==> src/rtl/uart_start_bit.sv <==
// UART receiver front stage: synchronises the serial line, hunts for a start-bit edge and
// confirms it at mid-bit. Optional 3-sample majority vote enabled by UART_START_GLITCH_FILTER_EN.
module uart_start_bit #(
   parameter int OSR         = 16,
   parameter int SYNC_STAGES = 2
) (
   input  logic i_clk,
   input  logic i_rst,
   input  logic i_en,
   input  logic i_rx,
   input  logic i_arm,
   output logic o_start,
   output logic o_busy,
   output logic o_false_start
);

   localparam int CW = $clog2(OSR) + 1;
`ifdef UART_START_GLITCH_FILTER_EN
   localparam logic [CW-1:0] DECIDE_CNT = CW'(OSR / 2 + 1);
`else
   localparam logic [CW-1:0] DECIDE_CNT = CW'(OSR / 2);
`endif

   typedef enum logic [1:0] {
      WAIT_IDLE,
      HUNT,
      VERIFY
   } state_t;

   state_t state_q, state_d;
   logic [CW-1:0] cnt_q, cnt_d, cnt_inc;
   logic [SYNC_STAGES-1:0] sync_q;
   logic rx_s;
   logic sample;
   logic start_q, start_d;
   logic false_q, false_d;

   assign rx_s = sync_q[SYNC_STAGES-1];

   // Synchroniser runs on every clock; idle-high reset avoids a phantom edge.
   always_ff @(posedge i_clk or posedge i_rst) begin
      if (i_rst) begin
         sync_q <= '1;
      end else begin
         sync_q <= {sync_q[SYNC_STAGES-2:0], i_rx};
      end
   end

`ifdef UART_START_GLITCH_FILTER_EN
   // Last two VERIFY-tick samples; at the decision tick they hold mid-1 and mid.
   logic [1:0] hist_q;

   always_ff @(posedge i_clk or posedge i_rst) begin
      if (i_rst) begin
         hist_q <= 2'b11;
      end else if (i_en && state_q == VERIFY) begin
         hist_q <= {hist_q[0], rx_s};
      end
   end

   assign sample = (hist_q[1] & hist_q[0]) | (hist_q[1] & rx_s) | (hist_q[0] & rx_s);
`else
   assign sample = rx_s;
`endif

   always_ff @(posedge i_clk or posedge i_rst) begin
      if (i_rst) begin
         state_q <= WAIT_IDLE;
         cnt_q   <= '0;
         start_q <= 1'b0;
         false_q <= 1'b0;
      end else begin
         state_q <= state_d;
         cnt_q   <= cnt_d;
         start_q <= start_d;
         false_q <= false_d;
      end
   end

   // cnt_inc is the index of the current tick counted from the edge tick (tick 0).
   always_comb begin
      state_d = state_q;
      cnt_d   = cnt_q;
      start_d = 1'b0;
      false_d = 1'b0;
      cnt_inc = cnt_q + CW'(1);
      if (i_en) begin
         if (!i_arm) begin
            state_d = WAIT_IDLE;
            cnt_d   = '0;
         end else begin
            case (state_q)
               WAIT_IDLE: begin
                  if (rx_s) begin
                     state_d = HUNT;
                  end
               end
               HUNT: begin
                  if (!rx_s) begin
                     state_d = VERIFY;
                     cnt_d   = '0;
                  end
               end
               VERIFY: begin
                  cnt_d = cnt_inc;
                  if (cnt_inc == DECIDE_CNT) begin
                     state_d = WAIT_IDLE;
                     cnt_d   = '0;
                     if (sample) begin
                        false_d = 1'b1;
                     end else begin
                        start_d = 1'b1;
                     end
                  end
               end
               default: begin
                  state_d = WAIT_IDLE;
                  cnt_d   = '0;
               end
            endcase
         end
      end
   end

   assign o_start       = start_q;
   assign o_false_start = false_q;
   assign o_busy        = (state_q == VERIFY);

endmodule
==> config.mk <==
export PLATFORM = sky130hd
export DESIGN_NAME = uart_start_bit
export DESIGN_NICKNAME = d
export VERILOG_FILES = /design/src/rtl/uart_start_bit.sv
export SDC_FILE = /design/constraint.sdc
export NUM_CORES = 1
export LEC_CHECK = 0
export BUFFER_PORTS_ARGS = -buffer_cell sky130_fd_sc_hd__buf_2
export CAP_MARGIN = 0
export CORE_MARGIN = 2
export CORE_UTILIZATION = 37
export DETAILED_ROUTE_END_ITERATION = 12
export PLACE_DENSITY = 0.6
export RECOVER_POWER = 50
export SETUP_SLACK_MARGIN = 0.1
export SLEW_MARGIN = 25
export SYNTH_ARGS = -nofsm -noshare
export SYNTH_HDL_FRONTEND = slang
export SYNTH_SLANG_ARGS = --single-unit
==> constraint.sdc <==
create_clock -name i_clk -period 3.29 [get_ports i_clk]
set_input_delay 0.658 -clock i_clk [delete_from_list [all_inputs] [get_ports i_clk]]
set_output_delay 0.658 -clock i_clk [all_outputs]
set_load 0.03 [all_outputs]
# After elaboration in Yosys (flattened, before gate mapping)
# Index checks and enable logic that the tools add are counted.
[word_totals]
regBits = 11
input_bits = 5
output_inout_bits = 3
word_cells = 35
[classes]
addsub = 1
eq_ne = 7
mux = 19
reduce_logical = 3
[ops]
columns = ["cell", "count"]
rows = [
  ["5-bit two-way mux", 3],
  ["5-bit one-hot mux with 3 select lines", 1],
  ["1-bit two-way mux", 10],
  ["2-bit two-way mux", 4],
  ["3-bit inequality test, second input constant", 2],
  ["2-bit one-hot mux with 3 select lines", 1],
  ["5-bit by 1-bit adder with 5-bit output, second input constant", 1],
  ["5-bit by 4-bit == test with 1-bit output, second input constant", 1],
  ["4-bit AND reduction", 1],
  ["3-bit by 2-bit inequality test with 1-bit output, second input constant", 1],
  ["3-bit AND reduction", 1],
  ["2-bit by 1-bit == test with 1-bit output, second input constant", 1],
  ["2-bit == test, second input constant", 1],
  ["2-bit zero test", 1],
  ["2-bit inequality test, second input constant", 1],
]

# Depth between registers and ports, before layout
# Gate-level depths: netlist of run 1.
[depth]
depth_word = 6
ltp_mapped = 4
ltp_nobuf = 4

# Worst setup path after synthesis of run 1
# No wires, ideal clock.
[synth_path]
kind = "register -> output"
from = "register state_q[1]"
to = "output o_busy"
arrival_time_ns = 0.819
t_required_ns = 2.632
slack_ns = 1.813
path_stages_with_launch = 3
path_buffers = 0
path_cell_list = "dfrtp_1 -> inv_1 -> nor2_1"
[synth_via]
elab_chain_cells = 1
[synth_rtl]
columns = ["item", "line_no", "rtl"]
rows = [
  ["from (decl)", "30", "state_t state_q, state_d;"],
  ["from (signal assigned)", "73", "state_q <= state_d;"],
  ["2-bit == test", "127", "assign o_busy = (state_q == VERIFY);"],
  ["to (decl)", "13", "output logic o_busy,"],
]
# No other way between the ends.

# Worst setup path in the final report of run 1
# Same ends and word-level chain as after synthesis.

==> summary.txt, run 1 <==
Hold Fails Final Rpt - 0
Tcrit/Tclk final - 0.504
Number of buffers created by CTS - 3
Hold Path Class - register to register
Die Ht - 41.6 µm
Leakage - 0.281 nW
Worst-path clk slew - 0.07 ns
Peak Freq - 603 MHz
Post-Synthesis Cell Area - 522 µm²
Slew @ Worst Pin - 0.429 ns
RSZ-0062 raised after global routing - no
Starting Density - 0.401
Synthesized flop and latch total - 11
Distinct cells, synth - 25
DRC viols - 0
Placeable Area - 1300 µm²
Status - finished clean
Sequential area share after synthesis - 0.532
Max-cap violations - 0
Final WL - 886 µm
Ys Warns - 0
Critical path type - register to output pin
Die area - 1730 µm²
Port Buffers - 7
Nets - 69
Number of global-route vias before repair - 378
Die Wd - 41.6 µm
Initial antenna violation count - 0
Largest net degree at the start of global routing - 12
Number of diodes - 0
Clk sinks - 11
Critical path startpoint category - register
Slew Viols, Final - 0
Filler Cells Inserted - 134
TNS Setup - 0 ns
1st-pass router iterations - 4
Post-Place Setup Slack - 1.78 ns
Minimum clock period - 1.66 ns
CTS root buf - clkbuf_4
H-tree levels - 1
Cells after Synth - 51
Cells on worst reg2reg path - 3
Setup ws final - 1.63 ns
Final setup violating endpoints - 0
Avg WL per Cell - 11.5 µm
Layout cell share with drive strength beyond 1 - 0.258
Placer Congestion - 0.721
Area Growth Syn to Fin - 15.6%
Io pins - 8
CTS tree - yes
Crit path capture type - output pin
Hold Buf Count CTS - 0
Max_slew headroom - 0.712
CTS-repair resized insts - 0
Post-DRT Antenna Nets - 0
First-pass GRT wire length - 1600 µm
Clock Latency Late Sink - 0.27 ns
Buffer count from post-CTS setup fixing - 0
DP HPWL - 645 µm
Drt first-iter violations - 9
Syn_nets - 57
Num rows - 13
Hold path cells - 0
Clk buf depth - 2
VDD IR max - 0.000183 V
Synthesized area per cell - 10.2 µm²
CP arrival - 1.00 ns
Grt total ovfl - 0
GRT Total Usage - 0.124
Routed vias/inst - 5.18
Required time of the critical path - 2.63 ns
Skew final - 0.00280 ns
PwrDens - 465 nW/µm²
Total number of vias - 399
CP max FO - 5
[path summary, 6_finish.rpt]
check	endpoint	from	slack [ns]
max	o_busy	state_q[1]$_DFFE_PP0P_	1.63
min	sync_q[1]$_DFF_PP1_	sync_q[0]$_DFF_PP1_	0.36
max reg2reg	o_start$_DFF_PP0_	cnt_q[3]$_DFFE_PP0P_	1.93
min reg2reg	sync_q[1]$_DFF_PP1_	sync_q[0]$_DFF_PP1_	0.36
max in group asynchronous	sync_q[0]$_DFF_PP1_	i_rst	2.60
min in group asynchronous	cnt_q[3]$_DFFE_PP0P_	i_rst	0.37
[cells in the final DEF (no fill, tap or decap), types with 2 or more instances in the layout]
cell type,count
buf_2,7
nand3_1,4
nor2_1,2
nor2b_1,2
nand2_1,6
dfrtp_1,9
o21ai_0,5
clkbuf_4,3
nand3b_1,2
dfstp_2,2
inv_1,3
[sequential cells by signal, indices dropped and copies added (netlist names)]
register,cells
sync_q,2
state_q,2
o_start,1
o_false_start,1
cnt_q,5
[metrics by stage]
| stage | std cells | utilization | hold slack, ns | power [mW] | cell area [µm²] |
|---|---|---|---|---|---|
| global route | 77 | 0.463 | 0.367 | 0.303 | 603 |
| CTS | 77 | 0.463 | 0.360 | 0.284 | 603 |
| finish | 77 | 0.463 | 0.358 | 0.281 | 603 |
| global placement | 73 | 0.442 | 0.346 | 0.192 | 576 |
| floorplan | 51 | - | 0.345 | 0.180 | 522 |
| detailed placement | 73 | 0.442 | 0.349 | 0.192 | 576 |
[where the power goes]
part           internal (mW)  leakage [nW]  total, mW  switching [mW]
combinational         0.0138         0.118     0.0358          0.0219
sequential             0.144         0.145      0.153         0.00874
clock                 0.0450        0.0177     0.0919          0.0470
total                  0.203         0.281      0.281          0.0776
[layout make-up]
cell class,count,area [µm²],share of cell area
Multi-Input combinational cell,37,233,0.386
Sequential cell,11,278,0.461
Tap cell,15,18.8,0.0311
Timing Repair Buffer,7,35.0,0.0581
Inverter,3,11.3,0.0187
Clock buffer,3,22.5,0.0373
Clock inverter,1,5.00,0.00830
[synth_stat cells]
cell type | n | area, µm²
nand3b_1 | 2 | 15.0
nor2_1 | 2 | 7.51
ha_1 | 1 | 12.5
o21ai_0 | 5 | 25.0
nand3_1 | 4 | 20.0
o21ai_1 | 1 | 5.00
and2_1 | 1 | 6.26
nand4_1 | 1 | 6.26
inv_1 | 3 | 11.3
nand2_1 | 6 | 22.5
dfstp_2 | 2 | 52.6
and3_2 | 1 | 7.51
o221ai_1 | 1 | 8.76
a21oi_2 | 1 | 8.76
and3b_1 | 1 | 8.76
or3_1 | 1 | 6.26
o31ai_1 | 1 | 7.51
nor2b_1 | 2 | 12.5
o2111ai_1 | 1 | 8.76
a22o_1 | 1 | 8.76
xor2_1 | 1 | 8.76
dfrtp_1 | 9 | 225
or2b_1 | 1 | 7.51
nor3b_2 | 1 | 12.5
nand2b_1 | 1 | 6.26
[cells by family after synthesis]
kind of cell	after synthesis	share of synthesized area
compound gates	11	0.139
xor+xnor	1	0.0168
fa+ha+maj	1	0.0240
buf+inv	3	0.0216
flops	11	0.532
simple gates	24	0.266
[metal layers]
metal  GRT usage  vias up  wire [µm]  share of wire
met5           0        -          0              0
met4      0.0968        0         28          0.032
met3      0.0261        4         34          0.038
met2       0.194       11        415           0.47
met1       0.147      182        407           0.46
li1            -      202          -              -
[worst max-delay path: stages, from the launching register on]
cell and delay [ns]:
dfrtp_1 0.40, inv_1 0.07, nor2_1 0.07, buf_2 0.19
No activity file was read; power rests on OpenSTA's default activity.
==> run 2, diff against run 1 <==
==> constraint.sdc (replaced) <==
create_clock -name i_clk -period 1.7 [get_ports i_clk]
set_input_delay 0.34 -clock i_clk [delete_from_list [all_inputs] [get_ports i_clk]]
set_output_delay 0.34 -clock i_clk [all_outputs]
set_load 0.03 [all_outputs]
==> run 2 against run 1 <==
  * Worst setup slack got worse by 1.3 ns
  * Core utilization fell by 0.096 points
  * Global-route usage fell by 0.13 points
  * Clock skew fell by 0.0011 ns
  * Clock power rose by 95%
  * Non-clock buffer count did not move
==> summary.txt, run 2 (synthesized netlist as in run 1, its figures left out) <==
Max_slew headroom - 0.720 (+0.00727)
Largest net degree at the start of global routing - 12 (unchanged)
Number of diodes - 0 (unchanged)
Biggest register - cnt_q
1st-pass router iterations - 4 (unchanged)
VDD IR max - 0.000434 V (+140%)
DRC viols - 0 (unchanged)
Placed Area - 576 µm² (unchanged)
Clk buf depth - 2 (unchanged)
CTS tree - yes
Num rows - 13 (unchanged)
PwrDens - 907 nW/µm² (+95%)
Io pins - 8 (unchanged)
Clk sinks - 11 (unchanged)
Final WL - 943 µm (+6.4%)
CP max FO - 5 (unchanged)
Leakage - 0.278 nW (-0.97%)
Layout cell share with drive strength beyond 1 - 0.242 (-0.0161)
DP HPWL - 671 µm (+4.1%)
Critical path startpoint category - register
Number of buffers created by CTS - 3 (unchanged)
Hold Buf Count CTS - 0 (unchanged)
Skew final - 0.00172 ns (-0.00108 ns)
Required time of the critical path - 1.36 ns (-1.27 ns)
RSZ-0062 raised after global routing - no
First-pass GRT wire length - 1480 µm (-7.3%)
Number of global-route vias before repair - 347 (-8.2%)
Post-route cell area - 602 µm² (-0.21%)
Nets - 69 (unchanged)
Placer Congestion - 0.675 (-6.4%)
Hold Path Class - input port to async pin
Clock Latency Late Sink - 0.27 ns (about the same)
Post-DRT Antenna Nets - 0 (unchanged)
Slew @ Worst Pin - 0.420 ns (-0.00849 ns)
Peak Freq - 741 MHz
Initial antenna violation count - 0 (unchanged)
Placeable Area - 1300 µm² (unchanged)
GRT Total Usage - 0.123 (-0.00125)
Biggest regs - cnt_q (5), state_q (2), sync_q (2)
Worst-path clk slew - 0.07 ns (about the same)
Starting Density - 0.401 (unchanged)
Hold Fails Final Rpt - 0 (unchanged)
H-tree levels - 1 (unchanged)
Buffer count from post-CTS setup fixing - 0 (unchanged)
Minimum clock period - 1.35 ns
Die Wd - 41.6 µm (unchanged)
Status - finished clean
Final setup violating endpoints - 0 (unchanged)
CTS-repair resized insts - 0 (unchanged)
Die area - 1730 µm² (unchanged)
Crit path capture type - output pin
Total number of vias - 387 (-3.0%)
Commonest non-fill, non-tap cell in the layout - dfrtp_1
Area Growth Syn to Fin - 15.3%
Drt first-iter violations - 4 (-5)
Max-cap violations - 0 (unchanged)
Port Buffers - 7 (unchanged)
Routed vias/inst - 5.03 (-3.0%)
Die Ht - 41.6 µm (unchanged)
Most frequent cells in the layout - 9 x dfrtp_1, 7 x buf_2, 6 x nand2_1
Critical path type - register to output pin
Slew Viols, Final - 0 (unchanged)
CTS root buf - clkbuf_4
Avg WL per Cell - 12.2 µm (+6.4%)
CP arrival - 1.01 ns (about the same)
TNS Setup - 0 ns (unchanged)
Max reg flops - 5 (unchanged)
Grt total ovfl - 0 (unchanged)
Tcrit/Tclk final - 0.794
-- run 2: metrics by stage --
| stage | worst slack (ns) | power (mW) | hold slack [ns] | instances | utilization |
|---|---|---|---|---|---|
| 2_1_floorplan | 0.473 | 0.348 | 0.191 | 51 | - |
| 3_3_place_gp | 0.364 | 0.373 | 0.346 | 73 | 0.442 |
| 3_5_place_dp | 0.380 | 0.371 | 0.347 | 73 | 0.442 |
| 4_1_cts | 0.333 | 0.556 | 0.0616 | 77 | 0.463 |
| 5_1_grt | 0.257 | 0.572 | 0.0913 | 77 | 0.463 |
| 6_report | 0.350 | 0.546 | 0.0503 | 77 | 0.463 |
-- run 2: where the power goes --
group / leakage [nW] / internal (mW) / total, mW / switching (mW)
Clock: 0.0150 / 0.0909 / 0.179 / 0.0877
Combinational: 0.118 / 0.0273 / 0.0712 / 0.0439
Sequential: 0.145 / 0.279 / 0.296 / 0.0168
-- run 2: final timing paths --
check	startpoint	slack, ns	to	cells after the start
worst min-delay path	i_rst	0.05	cnt_q[4]$_DFFE_PP0P_	2
max in group asynchronous	i_rst	1.32	sync_q[0]$_DFF_PP1_	2
worst min register to register	sync_q[0]$_DFF_PP1_	0.36	sync_q[1]$_DFF_PP1_	0
worst max register to register	cnt_q[3]$_DFFE_PP0P_	0.37	o_start$_DFF_PP0_	3
worst max-delay path	state_q[1]$_DFFE_PP0P_	0.35	o_busy	3
min in group i_clk	i_rx	0.16	sync_q[0]$_DFF_PP1_	1
-- run 2: area by class of cell --
cell class,count,area [µm²]
Multi-Input combinational cell,37,233
Tap cell,15,18.8
Sequential cell,11,278
Inverter,3,11.3
Timing Repair Buffer,7,35.0
Clock buffer,4,26.3
Fill cell,126,699
-- run 2: critical path, stage by stage (launching register included) --
cell and delay [ns]:
dfrtp_1 0.39, inv_1 0.07, nor2_1 0.08, buf_2 0.20
-- run 2: metal layers --
metal	global-route usage	share of wire
met3	0.0652	0.035
met4	0.0968	0.013
met1	0.132	0.47
met2	0.178	0.48
met5	0	0
==> run 3, diff against run 2 <==
--- a/config.mk
+++ b/config.mk
@@ -5,6 +5,7 @@
 export SDC_FILE = /design/constraint.sdc
 export NUM_CORES = 1
 export LEC_CHECK = 0
+export ABC_AREA = 1
 export BUFFER_PORTS_ARGS = -buffer_cell sky130_fd_sc_hd__buf_2
 export CAP_MARGIN = 0
 export CORE_MARGIN = 2
==> constraint.sdc (replaced) <==
create_clock -name i_clk -period 1.3 [get_ports i_clk]
set_input_delay 0.26 -clock i_clk [delete_from_list [all_inputs] [get_ports i_clk]]
set_output_delay 0.26 -clock i_clk [all_outputs]
set_load 0.03 [all_outputs]
==> run 3 against run 2 <==
  * Non-clock buffer count rose by 3
  * Flip-flop and latch count unchanged
  * Sequential share of layout area shrank 6.8 points
  * Critical endpoint is now state_q[0]$_DFFE_PP0P_
==> summary.txt, run 3 <==
Primary FF master, synth - dfrtp_1
Layout cell share with drive strength beyond 1 - 0.405 (+0.163)
Synthesized flop and latch total - 11 (unchanged)
Slew Viols, Final - 0 (unchanged)
Reg area - 278 µm² (unchanged)
Post-Synthesis Cell Area - 544 µm² (+4.3%)
Placeable Area - 1330 µm² (+2.5%)
Status - finished clean
Critical path type - register to register
Total number of vias - 467 (+21%)
Buffer count from post-CTS setup fixing - 0 (unchanged)
Area Growth Syn to Fin - 29.7%
Number of buffers created by CTS - 3 (unchanged)
Post-Place Setup Slack - -0.00315 ns (-0.383 ns)
CP max stage cell - dfrtp_1
Ys Warns - 0 (unchanged)
Crit-path cells - buf_4, nand3_1, nand2_1, nand2_2, nand3_4, nand2_4, nand2_2, nand2_1, nand2_1
Die Ht - 42.4 µm (+1.9%)
Biggest register - cnt_q
Distinct cells, synth - 18 (-28%)
DR WL met2 - 473 µm (+3.5%)
Clock Latency Late Sink - 0.27 ns (about the same)
Most frequent cells in the layout - 11 x nand2_1, 9 x inv_1, 9 x dfrtp_1
Starting Density - 0.408 (+0.00711)
DRC viols - 0 (unchanged)
Drt first-iter violations - 8 (+4)
Setup ws final - 0.0370 ns (-0.313 ns)
Die Wd - 42.4 µm (+1.9%)
Post-synth top area share - 0.414 (-0.0179)
CTS root buf - clkbuf_4
Routed vias/inst - 4.97 (-1.2%)
Skew final - 0.00423 ns (+0.00251 ns)
Num rows - 13 (unchanged)
CTS tree - yes
Area leader, netlist - dfrtp_1
Final setup violating endpoints - 0 (unchanged)
CP arrival - 1.42 ns (+0.41 ns)
Number of diodes - 0 (unchanged)
Worst-path clk slew - 0.07 ns (about the same)
Post-synth EDFFs - 0 (unchanged)
Critical path startpoint category - register
Peak Freq - 792 MHz
M1 WL - 474 µm (+7.7%)
Required time of the critical path - 1.46 ns (+0.10 ns)
Sequential area share after synthesis - 0.510 (-0.0220)
Biggest regs - cnt_q (5), state_q (2), sync_q (2)
DP HPWL - 744 µm (+11%)
PwrDens - 1320 nW/µm² (+45%)
Grt total ovfl - 0 (unchanged)
Hold Fails Final Rpt - 0 (unchanged)
Met3 wire len - 33 µm (unchanged)
Nets - 86 (+25%)
Uppermost layer routed - met4
Most frequent cell after synthesis - nand2_1
Hold Path Class - input port to register
Hold_ws - 0.0909 ns (+0.0406 ns)
Area contributors post-synth - dfrtp_1 41%, nand2_1 12%, dfstp_2 9.7%, inv_1 6.2%, nand3_1 5.5%
Most frequent CP cell - nand2_1
Commonest non-fill, non-tap cell in the layout - nand2_1
H-tree levels - 1 (unchanged)
Synthesized area per cell - 8.37 µm² (-18%)
Post-DRT Antenna Nets - 0 (unchanged)
Max reg flops - 5 (unchanged)
Filler Cells Inserted - 120 (-4.8%)
Final WL - 1010 µm (+6.7%)
Max-cap violations - 0 (unchanged)
CP max FO - 5 (unchanged)
Crit path capture type - register
Minimum clock period - 1.26 ns
First-pass GRT wire length - 1700 µm (+14%)
Syn_nets - 71 (+25%)
Area taken by multi-input logic gates - 268 µm² (+15%)
Initial antenna violation count - 0 (unchanged)
Die area - 1790 µm² (+3.9%)
Largest net degree at the start of global routing - 12 (unchanged)
Tcrit/Tclk final - 0.972
Number of global-route vias before repair - 400 (+15%)
Top cells by count, synth - 17 x nand2_1, 9 x dfrtp_1, 9 x inv_1, 6 x nand3_1, 4 x inv_2
Max_slew headroom - 0.727 (+0.00723)
Port Buffers - 7 (unchanged)
VDD IR max - 0.000589 V (+36%)
RSZ-0062 raised after global routing - yes
GRT Total Usage - 0.130 (+0.00741)
Io pins - 8 (unchanged)
Clk buf depth - 2 (unchanged)
Avg WL per Cell - 10.7 µm (-13%)
Slew @ Worst Pin - 0.409 ns (-0.0108 ns)
Leakage - 0.355 nW (+28%)
1st-pass router iterations - 4 (unchanged)
Largest stage delay on the critical path - 0.41 ns (+0.02 ns)
Cells after Synth - 65 (+27%)
Placer Congestion - 0.800 (+19%)
Clk sinks - 11 (unchanged)
Share of flip-flops with an asynchronous set or reset - 1.00 (unchanged)
## run 3: routing by layer
metal | GRT usage | vias to the layer above
li1 | - | 238
met1 | 0.166 | 214
met2 | 0.194 | 11
met3 | 0.0259 | 4
met4 | 0.0938 | 0
met5 | 0 | -
## run 3: area by class of cell
class	instances	share of cell area
Clock buffer	4	0.0372
Sequential cell	11	0.394
Timing Repair Buffer	10	0.0940
Inverter	13	0.0691
Multi-Input combinational cell	41	0.379
Tap cell	15	0.0266
## run 3: timing repair
item,CTS,global route
setup endpoints to repair,4,10
pin swaps,2,2
endpoints found under the hold margin,9,0
gates resized for setup,3,8
hold buffers,1,0
## run 3: kinds of logic after synthesis
family          count (synthesis)  share of synthesized area
fa+ha+maj                       1                     0.0230
flops                          11                      0.510
compound gates                  7                     0.0805
simple gates                   33                      0.297
buf+inv                        13                     0.0896
## run 3: worst max-delay path, delay by kind of cell, from the launching register on
| family | cells | cell delay (ns) |
|---|---|---|
| simple gates | 8 | 0.58 |
| flops | 1 | 0.41 |
| buf+inv | 1 | 0.16 |
## run 3: metrics by stage
stage | instances | area (µm²) | setup TNS [ns] | power, mW | util
floorplan | 65 | 554 | 0 | 0.613 | -
global placement | 89 | 623 | 0 | 0.675 | 0.467
finish | 94 | 706 | 0 | 0.928 | 0.529
CTS | 94 | 671 | 0 | 0.932 | 0.503
detailed placement | 89 | 623 | -0.00566 | 0.676 | 0.467
global route | 94 | 706 | -0.0775 | 0.996 | 0.529
## run 3: where the power goes
part	internal, mW	total [mW]	switching (mW)
registers	0.381	0.418	0.0370
logic	0.107	0.280	0.173
clock network	0.119	0.231	0.112
total	0.606	0.928	0.322
## run 3: worst paths after layout
| check | from | to | slack (ns) | depth (start not counted) |
|---|---|---|---|---|
| min in group asynchronous | i_rst | cnt_q[4]$_DFFE_PP0P_ | 0.51 | 3 |
| max | cnt_q[0]$_DFFE_PP0P_ | state_q[0]$_DFFE_PP0P_ | 0.04 | 9 |
| min reg2reg | sync_q[0]$_DFF_PP1_ | sync_q[1]$_DFF_PP1_ | 0.35 | 0 |
| min | i_rx | sync_q[0]$_DFF_PP1_ | 0.09 | 1 |
| max reg2reg | cnt_q[0]$_DFFE_PP0P_ | state_q[0]$_DFFE_PP0P_ | 0.04 | 9 |
| max in group asynchronous | i_rst | sync_q[0]$_DFF_PP1_ | 0.46 | 3 |
